<file path="src/rtl/rr_bus_arbiter.sv">
// Round-robin bus arbiter with registered active-low grants and one idle cycle between owners.
// Optional tenure limit with forced preemption is enabled by defining TENURE_LIMIT_EN.
module rr_bus_arbiter #(
    parameter int NREQ       = 2,
    parameter int IDW        = 1,
    parameter int MAX_TENURE = 16,
    parameter int TCW        = 5
) (
    input  logic            clk,
    input  logic            reset_,
    input  logic [NREQ-1:0] breq_,
    output logic [NREQ-1:0] bgrt_,
    output logic            gnt_valid,
    output logic [IDW-1:0]  gnt_id,
    output logic            preempt
);

    typedef enum logic [1:0] {
        ST_IDLE    = 2'd0,
        ST_GRANT   = 2'd1,
        ST_PREEMPT = 2'd2
    } state_t;

    if ((NREQ < 2) || (IDW != $clog2(NREQ)) || (MAX_TENURE < 2) || ((2 ** TCW) <= MAX_TENURE)) begin : g_bad_params
        $error("rr_bus_arbiter: inconsistent parameters");
    end

    // Returns {found, index} of the first set request after 'last', wrapping modulo NREQ.
    function automatic logic [IDW:0] rr_pick(input logic [NREQ-1:0] req, input logic [IDW-1:0] last);
        logic [IDW:0] res;
        int unsigned  idx;
        res = '0;
        for (int off = NREQ; off >= 1; off--) begin
            idx = (int'(last) + off) % NREQ;
            res = req[idx] ? {1'b1, IDW'(idx)} : res;
        end
        return res;
    endfunction

    state_t          state_r, state_s;
    logic [IDW-1:0]  ptr_r, ptr_s;
    logic [NREQ-1:0] bgrt_r, bgrt_s;
    logic            gnt_valid_r, gnt_valid_s;
    logic [IDW-1:0]  gnt_id_r, gnt_id_s;
    logic [NREQ-1:0] req_s;
    logic [NREQ-1:0] owner_mask_s;
    logic [NREQ-1:0] arb_req_s;
    logic [IDW:0]    pick_s;
    logic            owner_req_s;
`ifdef TENURE_LIMIT_EN
    logic [TCW-1:0]  cnt_r, cnt_s;
    logic            preempt_r, preempt_s;
    logic            other_req_s;
`endif

    assign req_s        = ~breq_;
    assign owner_mask_s = NREQ'(1) << gnt_id_r;
    assign owner_req_s  = |(req_s & owner_mask_s);
    // The previous owner sits out the arbitration that follows its preemption.
    assign arb_req_s    = (state_r == ST_PREEMPT) ? (req_s & ~owner_mask_s) : req_s;
    assign pick_s       = rr_pick(arb_req_s, ptr_r);
`ifdef TENURE_LIMIT_EN
    assign other_req_s  = |(req_s & ~owner_mask_s);
`endif

    // Next-state and next-output logic for the arbitration FSM.
    always_comb begin
        state_s     = state_r;
        ptr_s       = ptr_r;
        bgrt_s      = '1;
        gnt_valid_s = 1'b0;
        gnt_id_s    = gnt_id_r;
`ifdef TENURE_LIMIT_EN
        cnt_s       = cnt_r;
        preempt_s   = 1'b0;
`endif
        case (state_r)
            ST_IDLE, ST_PREEMPT: begin
                if (pick_s[IDW]) begin
                    bgrt_s      = ~(NREQ'(1) << pick_s[IDW-1:0]);
                    gnt_valid_s = 1'b1;
                    gnt_id_s    = pick_s[IDW-1:0];
                    ptr_s       = pick_s[IDW-1:0];
`ifdef TENURE_LIMIT_EN
                    cnt_s       = '0;
`endif
                    state_s     = ST_GRANT;
                end else begin
                    state_s     = ST_IDLE;
                end
            end
            ST_GRANT: begin
                if (!owner_req_s) begin
                    state_s = ST_IDLE;
                end
`ifdef TENURE_LIMIT_EN
                else if ((cnt_r == TCW'(MAX_TENURE - 1)) && other_req_s) begin
                    state_s   = ST_PREEMPT;
                    ptr_s     = gnt_id_r;
                    preempt_s = 1'b1;
                end
`endif
                else begin
                    bgrt_s      = bgrt_r;
                    gnt_valid_s = 1'b1;
`ifdef TENURE_LIMIT_EN
                    if (cnt_r != TCW'(MAX_TENURE - 1)) begin
                        cnt_s = cnt_r + TCW'(1);
                    end else begin
                        cnt_s = cnt_r;
                    end
`endif
                end
            end
            default: begin
                state_s = ST_IDLE;
            end
        endcase
    end

    // State and registered outputs; reset forces the bus released immediately.
    always_ff @(posedge clk or negedge reset_) begin
        if (!reset_) begin
            state_r     <= ST_IDLE;
            ptr_r       <= IDW'(NREQ - 1);
            bgrt_r      <= '1;
            gnt_valid_r <= 1'b0;
            gnt_id_r    <= '0;
`ifdef TENURE_LIMIT_EN
            cnt_r       <= '0;
            preempt_r   <= 1'b0;
`endif
        end else begin
            state_r     <= state_s;
            ptr_r       <= ptr_s;
            bgrt_r      <= bgrt_s;
            gnt_valid_r <= gnt_valid_s;
            gnt_id_r    <= gnt_id_s;
`ifdef TENURE_LIMIT_EN
            cnt_r       <= cnt_s;
            preempt_r   <= preempt_s;
`endif
        end
    end

    assign bgrt_     = bgrt_r;
    assign gnt_valid = gnt_valid_r;
    assign gnt_id    = gnt_id_r;
`ifdef TENURE_LIMIT_EN
    assign preempt   = preempt_r;
`else
    assign preempt   = 1'b0;
`endif

endmodule

</file>
<file path="config.mk">
export PLATFORM = sky130hd
export DESIGN_NAME = rr_bus_arbiter
export DESIGN_NICKNAME = d
export VERILOG_FILES = /design/src/rtl/rr_bus_arbiter.sv
export SDC_FILE = /design/constraint.sdc
export NUM_CORES = 1
export LEC_CHECK = 0
export BUFFER_PORTS_ARGS = -buffer_cell sky130_fd_sc_hd__clkbuf_2
export CORE_AREA = 2 2 39 41
export CTS_CLUSTER_DIAMETER = 60
export DETAILED_ROUTE_END_ITERATION = 12
export DIE_AREA = 0 0 41 43
export PLACE_DENSITY = 0.42
export SYNTH_ARGS = -nofsm -noshare
export SYNTH_HDL_FRONTEND = slang
export SYNTH_SLANG_ARGS = --single-unit
</file>
<file path="constraint.sdc">
create_clock -name clk -period 2.8 [get_ports clk]
set_clock_uncertainty 0.15 [all_clocks]
set_input_delay 0.56 -clock clk [delete_from_list [all_inputs] [get_ports clk]]
set_output_delay 0.56 -clock clk [all_outputs]
set_load 0.01 [all_outputs]
</file>
### Yosys cells after proc, flatten, opt, wreduce, memory -nomap -nowiden

Index checks and enable logic that the tools add are counted.

* reductions and logical operators: 4
* multiplexer cells: 16
* add/subtract/negate cells: 2
* shift operators: 2
* $lt $le $gt $ge: 2
* bitwise operators: 7
* equality and inequality tests: 3

Operators by type and width (number)
* 32-bit by 2-bit < comparator with 1-bit output (second input constant): 2
* 2-bit 2-to-1 mux: 6
* 2-bit one-hot mux with 2 select lines: 2
* 1-bit 2-to-1 mux: 7
* 2-bit NOT: 3
* 2-bit bitwise AND: 2
* 2-bit OR reduction: 2
* 1-bit by 1-bit << shifter with 2-bit output (first input constant): 2
* 1-bit adder (second input constant): 2
* 1-bit bitwise AND (first input constant): 2
* 2-bit by 1-bit == test with 1-bit output (second input constant): 1
* 2-bit == test (second input constant): 1
* 2-bit zero test: 1
* 2-bit inequality test (second input constant): 1
* 1-bit one-hot mux with 2 select lines: 1
* 2-bit AND reduction: 1

* register bits: 7
* output and inout port bits: 5
* input bits: 4

### Longest topological paths before layout

Gate-level depths: netlist of run 1.

* depth in word-level cells: 12
* gate-level depth with buffers: 3
* depth with buffers taken out: 3

### Worst setup path after synthesis of run 1

No wires, ideal clock.

* kind: register to output
* start point: register bgrt_r[0], in the netlist bgrt_[0]
* end point: output bgrt_[0]
* cell stages (with the launch flop): 1
* arrival: 0.529 ns
* buffers on the path: 0
* required time: 2.090 ns
* setup slack: 1.561 ns
* cells stage by stage: dfstp_2

RTL lines
* from (decl): RTL line 42 `logic [NREQ-1:0] bgrt_r, bgrt_s;`
* from (signal assigned): RTL line 136 `bgrt_r <= bgrt_s;`
* to (decl): RTL line 12 `output logic [NREQ-1:0] bgrt_,`

No word-level cell between the ends.

### Final worst setup path of run 1

* start point: register bgrt_r[1], in the netlist bgrt_[1]
* end point: output bgrt_[1]

No word-level cell between the ends.

==> flow_summary.ini, run 1 <==
[yosys]
synth_warnings = 0
synth_cells = 28
ys_types = 15
synthTopCellsByArea = dfstp_2 28%, dfrtp_1 27%, o21ai_0 9.0%
syn_area_um2 = 278
ys_ff_latch = 6
synth_top_area_cell = dfstp_2
seq_area_frac_synth_pct = 55.4
yosys.area.top_type_share_pct = 28.4
syn-num-nets = 32
avgSynthCellArea_um2 = 9.92

[power]
pwr-share-seq_pct = 46.4
p_int_mw = 0.243
p_leak_nw = 0.160
clock_power_share_pct = 23.1
combPwrFrac_pct = 30.4
total_power_mw = 0.377
p_sw_share_pct = 35.5
powerDensity_mw_per_mm2 = 1040
switching_power_mw = 0.134
vdd_drop_max_mv = 0.360

[run]
max_cap_violations = 0

[setup_path]
slowest_delay_ns = 0.52
worstSetupStartpointType = register
critPathSlowestCell = dfstp_2
crit_path_cell_trace = clkbuf_2
critical_path.endpoint_type = output port
rrSetupSlack_ns = 1.66
cp_max_fo = 2
crit_arrival_ns = 0.90
crit_required_ns = 2.09
crit_buf_inv = 1
path_class = reg2out
crit_family = flip-flops

[layout]
stdcell_count = 55
nNetsFinal = 44
design_area_um2 = 362
area.growth.synth_to_final_pct = 30.2
final_util_pct = 26.1
drive_above_1_share_pct = 35.9
num_antenna_cells = 0

[global_route]
first_global_vias = 205
grt_max_degree = 9
grt.overflow.total = 0
grt_pass1_wl_um = 869
antenna_found_initial = 0
grt.total_usage_pct = 7.99

[timing]
fin_ws_ns = 1.19
min_period_ns = 1.61
maxSlewViolCount = 0
fin_crit_sh_pct = 57.4
clock.fmax_mhz = 622
hold_ws_ns = 0.333
rsz0062_at_grt = no
setup_tns_ns = 0
hold_violations = 0
setup_viol = 0

[floorplan]
core.rowCount = 14
die_h_um = 43
core-area_mm2 = 0.00138
start_util_pct = 20.1
io_pins = 9
dieArea_mm2 = 0.00176
die_w_um = 41

[place]
dp_hpwl_um = 399
dpl_cell_area_um2 = 325
portBuffers = 7
placed_cells = 50
place.gp.congestion = 0.800
pre_cts_ws_ns = 1.46

[clock_tree]
cts_buffer_depth = 2
cts_tree = built
cts_buffers = 3
path_clk_slew_ns = 0.05
root_buffer = clkbuf_4
clock_sinks = 6
clock_latency_ns = 0.25
cts_max_level = 1

[route]
routed_wirelength_um = 588
drt_iter0_drc = 3
vias = 235
avgRoutedWirePerCell_um = 10.7
drt-vias-per-instance = 4.27
drc_errors = 0
drt_first_pass_iters = 4
antenna_left = 0

[outcome]
status = completed

[worst_hold_path]
hp-class = reg2reg
[power groups by stage]
stage | sequential [mW] | combinational [mW] | clock, mW
final | 0.175 | 0.115 | 0.0871
after CTS | 0.175 | 0.117 | 0.0919
after detailed placement | 0.175 | 0.113 | 0
after floorplan | 0.182 | 0.0614 | 0
after global routing | 0.182 | 0.127 | 0.0954
after global placement | 0.174 | 0.114 | 0
[registers in the layout (all words and copies together), names as in the netlist]
register   count
state_r        1
gnt_id         1
gnt_valid      1
bgrt_          2
ptr_r          1
[tightest hold or removal path, stage by stage, from the launching register on]
cell	delay [ns]
dfstp_2	0.38
nand2_1	0.05
nand3_1	0.05
[routing by layer]
layer  share of wire, %  global-route usage, %  wire, um  up-vias
met3                4.8                   7.85        28        0
met2                 44                   9.69       257        6
li1                   -                      -         -      118
met1                 51                   9.87       302      111
met5                  0                      0         0        -
met4                  0                   2.00         0        0
[what timing repair did]
| item | CTS | global route |
|---|---|---|
| resized for setup | 0 | 0 |
| hold endpoints to repair | 3 | 0 |
| setup endpoints to repair | 0 | 0 |
| setup buffers | 0 | 0 |
| hold buffers | 1 | 0 |
[cell usage in the layout, fill, tap and decap left out]
cell type,n
nor2_1,2
a221oi_2,1
clkbuf_4,3
dfrtp_1,3
inv_1,1
o21ai_0,5
clkbuf_1,1
clkbuf_2,7
nor3_1,1
dfstp_2,3
a22oi_1,2
nor2b_1,1
nand3_1,1
conb_1,1
nand2b_1,2
dlygate4sd3_1,1
a21oi_1,2
nand2_1,2
[path summary, 6_finish.rpt]
check / cells past startpoint / startpoint / endpoint
setup / recovery: 1 / bgrt_[1] / bgrt_[1]
hold / removal: 2 / ptr_r / bgrt_[1]
setup reg to reg: 3 / state_r[0] / state_r[0]
hold reg to reg: 2 / ptr_r / bgrt_[1]
max in group asynchronous: 2 / reset_ / bgrt_[0]
min in group asynchronous: 2 / reset_ / gnt_valid
[cells in the mapped netlist]
library cell / count
o21ai_0: 5
dfrtp_1: 3
dfstp_2: 3
a21oi_1: 2
a22oi_1: 2
nand2_1: 2
nand2b_1: 2
nor2_1: 2
a221oi_2: 1
buf_4: 1
conb_1: 1
inv_1: 1
nand3_1: 1
nor2b_1: 1
nor3_1: 1
[cell families (layout without fill, tap and decap cells)]
kind of cell | count (synthesis) | after routing | synth area share [%]
compound gates | 10 | 10 | 23.4
flops | 6 | 6 | 55.4
simple gates | 9 | 9 | 15.8
other cells | 1 | 1 | 1.35
buf+inv | 2 | 13 | 4.05
[final cells by class]
| cell class | count | area (um2) |
|---|---|---|
| Clock buffer | 4 | 26.3 |
| Fill cell | 156 | 1020 |
| Inverter | 1 | 3.75 |
| Multi-Input combinational cell | 20 | 113 |
| Sequential cell | 6 | 154 |
| Tap cell | 16 | 20.0 |
| Timing Repair Buffer | 8 | 45.0 |
Note: power is estimated with default switching activity, not from simulation.
==> run 2, diff against run 1 <==
Settings changed: ABC_AREA set to 1, PLACE_DENSITY 0.42 to 0.43.
Clock period 2.8 ns to 1.4 ns, I/O delays scaled along.
==> flow_summary.ini, run 2 <==
[floorplan]
core-area_mm2 = 0.00138
io_pins = 9
start_util_pct = 20.1
dieArea_mm2 = 0.00176
core.rowCount = 14
die_w_um = 41
die_h_um = 43

[timing]
setup_tns_ns = 0
setup_viol = 0
maxSlewViolCount = 0
rsz0062_at_grt = no
min_period_ns = 1.31
clock.fmax_mhz = 763
hold_violations = 0
fin_ws_ns = 0.0892
fin_crit_sh_pct = 93.6

[layout]
drive_above_1_share_pct = 37.2
largest_reg_flops = 2
layout_common_cells = 11 x nand2_1, 7 x clkbuf_2, 6 x inv_1
num_antenna_cells = 0
design_area_um2 = 362
area.growth.synth_to_final_pct = 30.2
layout_commonest_cell = nand2_1
multi_input_area_um2 = 93.8
register_area_um2 = 154
final_util_pct = 26.1
nNetsFinal = 48
fillers = 153

[setup_path]
critPathSlowestCell = dfstp_2
cp_max_fo = 2
crit_arrival_ns = 0.88
crit_buf_inv = 1
path_class = reg2out
rrSetupSlack_ns = 0.36
crit_path_cell_trace = clkbuf_2
crit_family = flip-flops
worstSetupStartpointType = register
critical_path.endpoint_type = output port
crit_required_ns = 0.97
slowest_delay_ns = 0.52

[place]
pre_cts_ws_ns = 0.344
portBuffers = 7
place.gp.congestion = 0.658
dpl_cell_area_um2 = 325

[power]
vdd_drop_max_mv = 0.540
switching_power_mw = 0.285
total_power_mw = 0.798
combPwrFrac_pct = 34.8
p_int_mw = 0.513
pwr-share-seq_pct = 43.7
clock_power_share_pct = 21.5
p_leak_nw = 0.199
p_sw_share_pct = 35.7
powerDensity_mw_per_mm2 = 2210

[global_route]
grt_max_degree = 7
grt_pass1_wl_um = 834
antenna_found_initial = 0
grt.overflow.total = 0
grt.total_usage_pct = 7.46
first_global_vias = 232

[yosys]
synth_warnings = 0
synth_top_area_cell = dfstp_2
async_flop_share_pct = 100
synthTopCellsByArea = dfstp_2 28%, dfrtp_1 27%, nand2_1 15%
ys_ff_latch = 6
synthFlopType = dfstp_2
yosys.area.top_type_share_pct = 28.4
synth-edff-count = 0
ys_types = 12
avgSynthCellArea_um2 = 8.68
yosysMostFrequentCell = nand2_1
syn-num-nets = 36
syn_area_um2 = 278
seq_area_frac_synth_pct = 55.4
synth_cells = 32
synth_commonest_cells = 11 x nand2_1, 6 x inv_1, 3 x dfrtp_1, 3 x dfstp_2, 2 x nand4_1

[route]
drc_errors = 0
routed_wirelength_um = 512
drt_iter0_drc = 8
vias = 221
antenna_left = 0
avgRoutedWirePerCell_um = 8.68
drt_first_pass_iters = 4
drt-vias-per-instance = 3.75

[outcome]
status = completed

[clock_tree]
cts_buffers = 3
clock_sinks = 6
cts_tree = built
cts_max_level = 1
clock_latency_ns = 0.24
post_cts_resized = 0
path_clk_slew_ns = 0.05
cts_buffer_depth = 2
root_buffer = clkbuf_4

[worst_hold_path]
hp-class = in2reg

[run]
max_cap_violations = 0
run 2: cells by family after synthesis:
group / share of synthesized area [%]
compound gates: 4.95
simple gates: 27.5
other cells: 1.35
flops: 55.4
buf+inv: 10.8
run 2: final cells by class:
class,instances,area share (%)
clock buffer,4,7.27
multi-input combinational,19,26.0
inverter,6,6.23
timing repair buffer,8,12.5
sequential,6,42.6
tap,16,5.54
run 2: path summary, 6_finish.rpt:
path	start	end	cells past startpoint
setup / recovery	bgrt_[1]	bgrt_[1]	1
hold / removal	breq_[1]	ptr_r	4
setup reg to reg	ptr_r	gnt_id	3
hold reg to reg	ptr_r	ptr_r	2
max in group asynchronous	reset_	bgrt_[1]	2
min in group asynchronous	reset_	gnt_valid	2
run 2: what timing repair did:
action,4_1_cts,5_1_grt
hold endpoints to repair,6,0
buffers inserted,0,0
hold buffers,1,0
run 2: per-stage QoR:
step / instances / hold WS (ns)
2_1_floorplan: 32 / -0.166
3_3_place_gp: 54 / -0.0369
3_5_place_dp: 54 / -0.0329
4_1_cts: 59 / 0.198
5_1_grt: 59 / 0.247
6_report: 59 / 0.206
run 2: power by group through the flow:
stage / Sequential (mW) / Clock (mW) / Combinational, mW
global route: 0.360 / 0.195 / 0.318
floorplan: 0.375 / 0 / 0.155
detailed placement: 0.351 / 0 / 0.281
CTS: 0.350 / 0.181 / 0.285
global placement: 0.353 / 0 / 0.280
finish: 0.349 / 0.172 / 0.277
run 2: per-layer routing:
metal	part of all wire (%)	GRT usage, %
met1	52	10.1
met5	0	0
met2	44	8.75
met3	4.1	1.57
met4	0	8.00
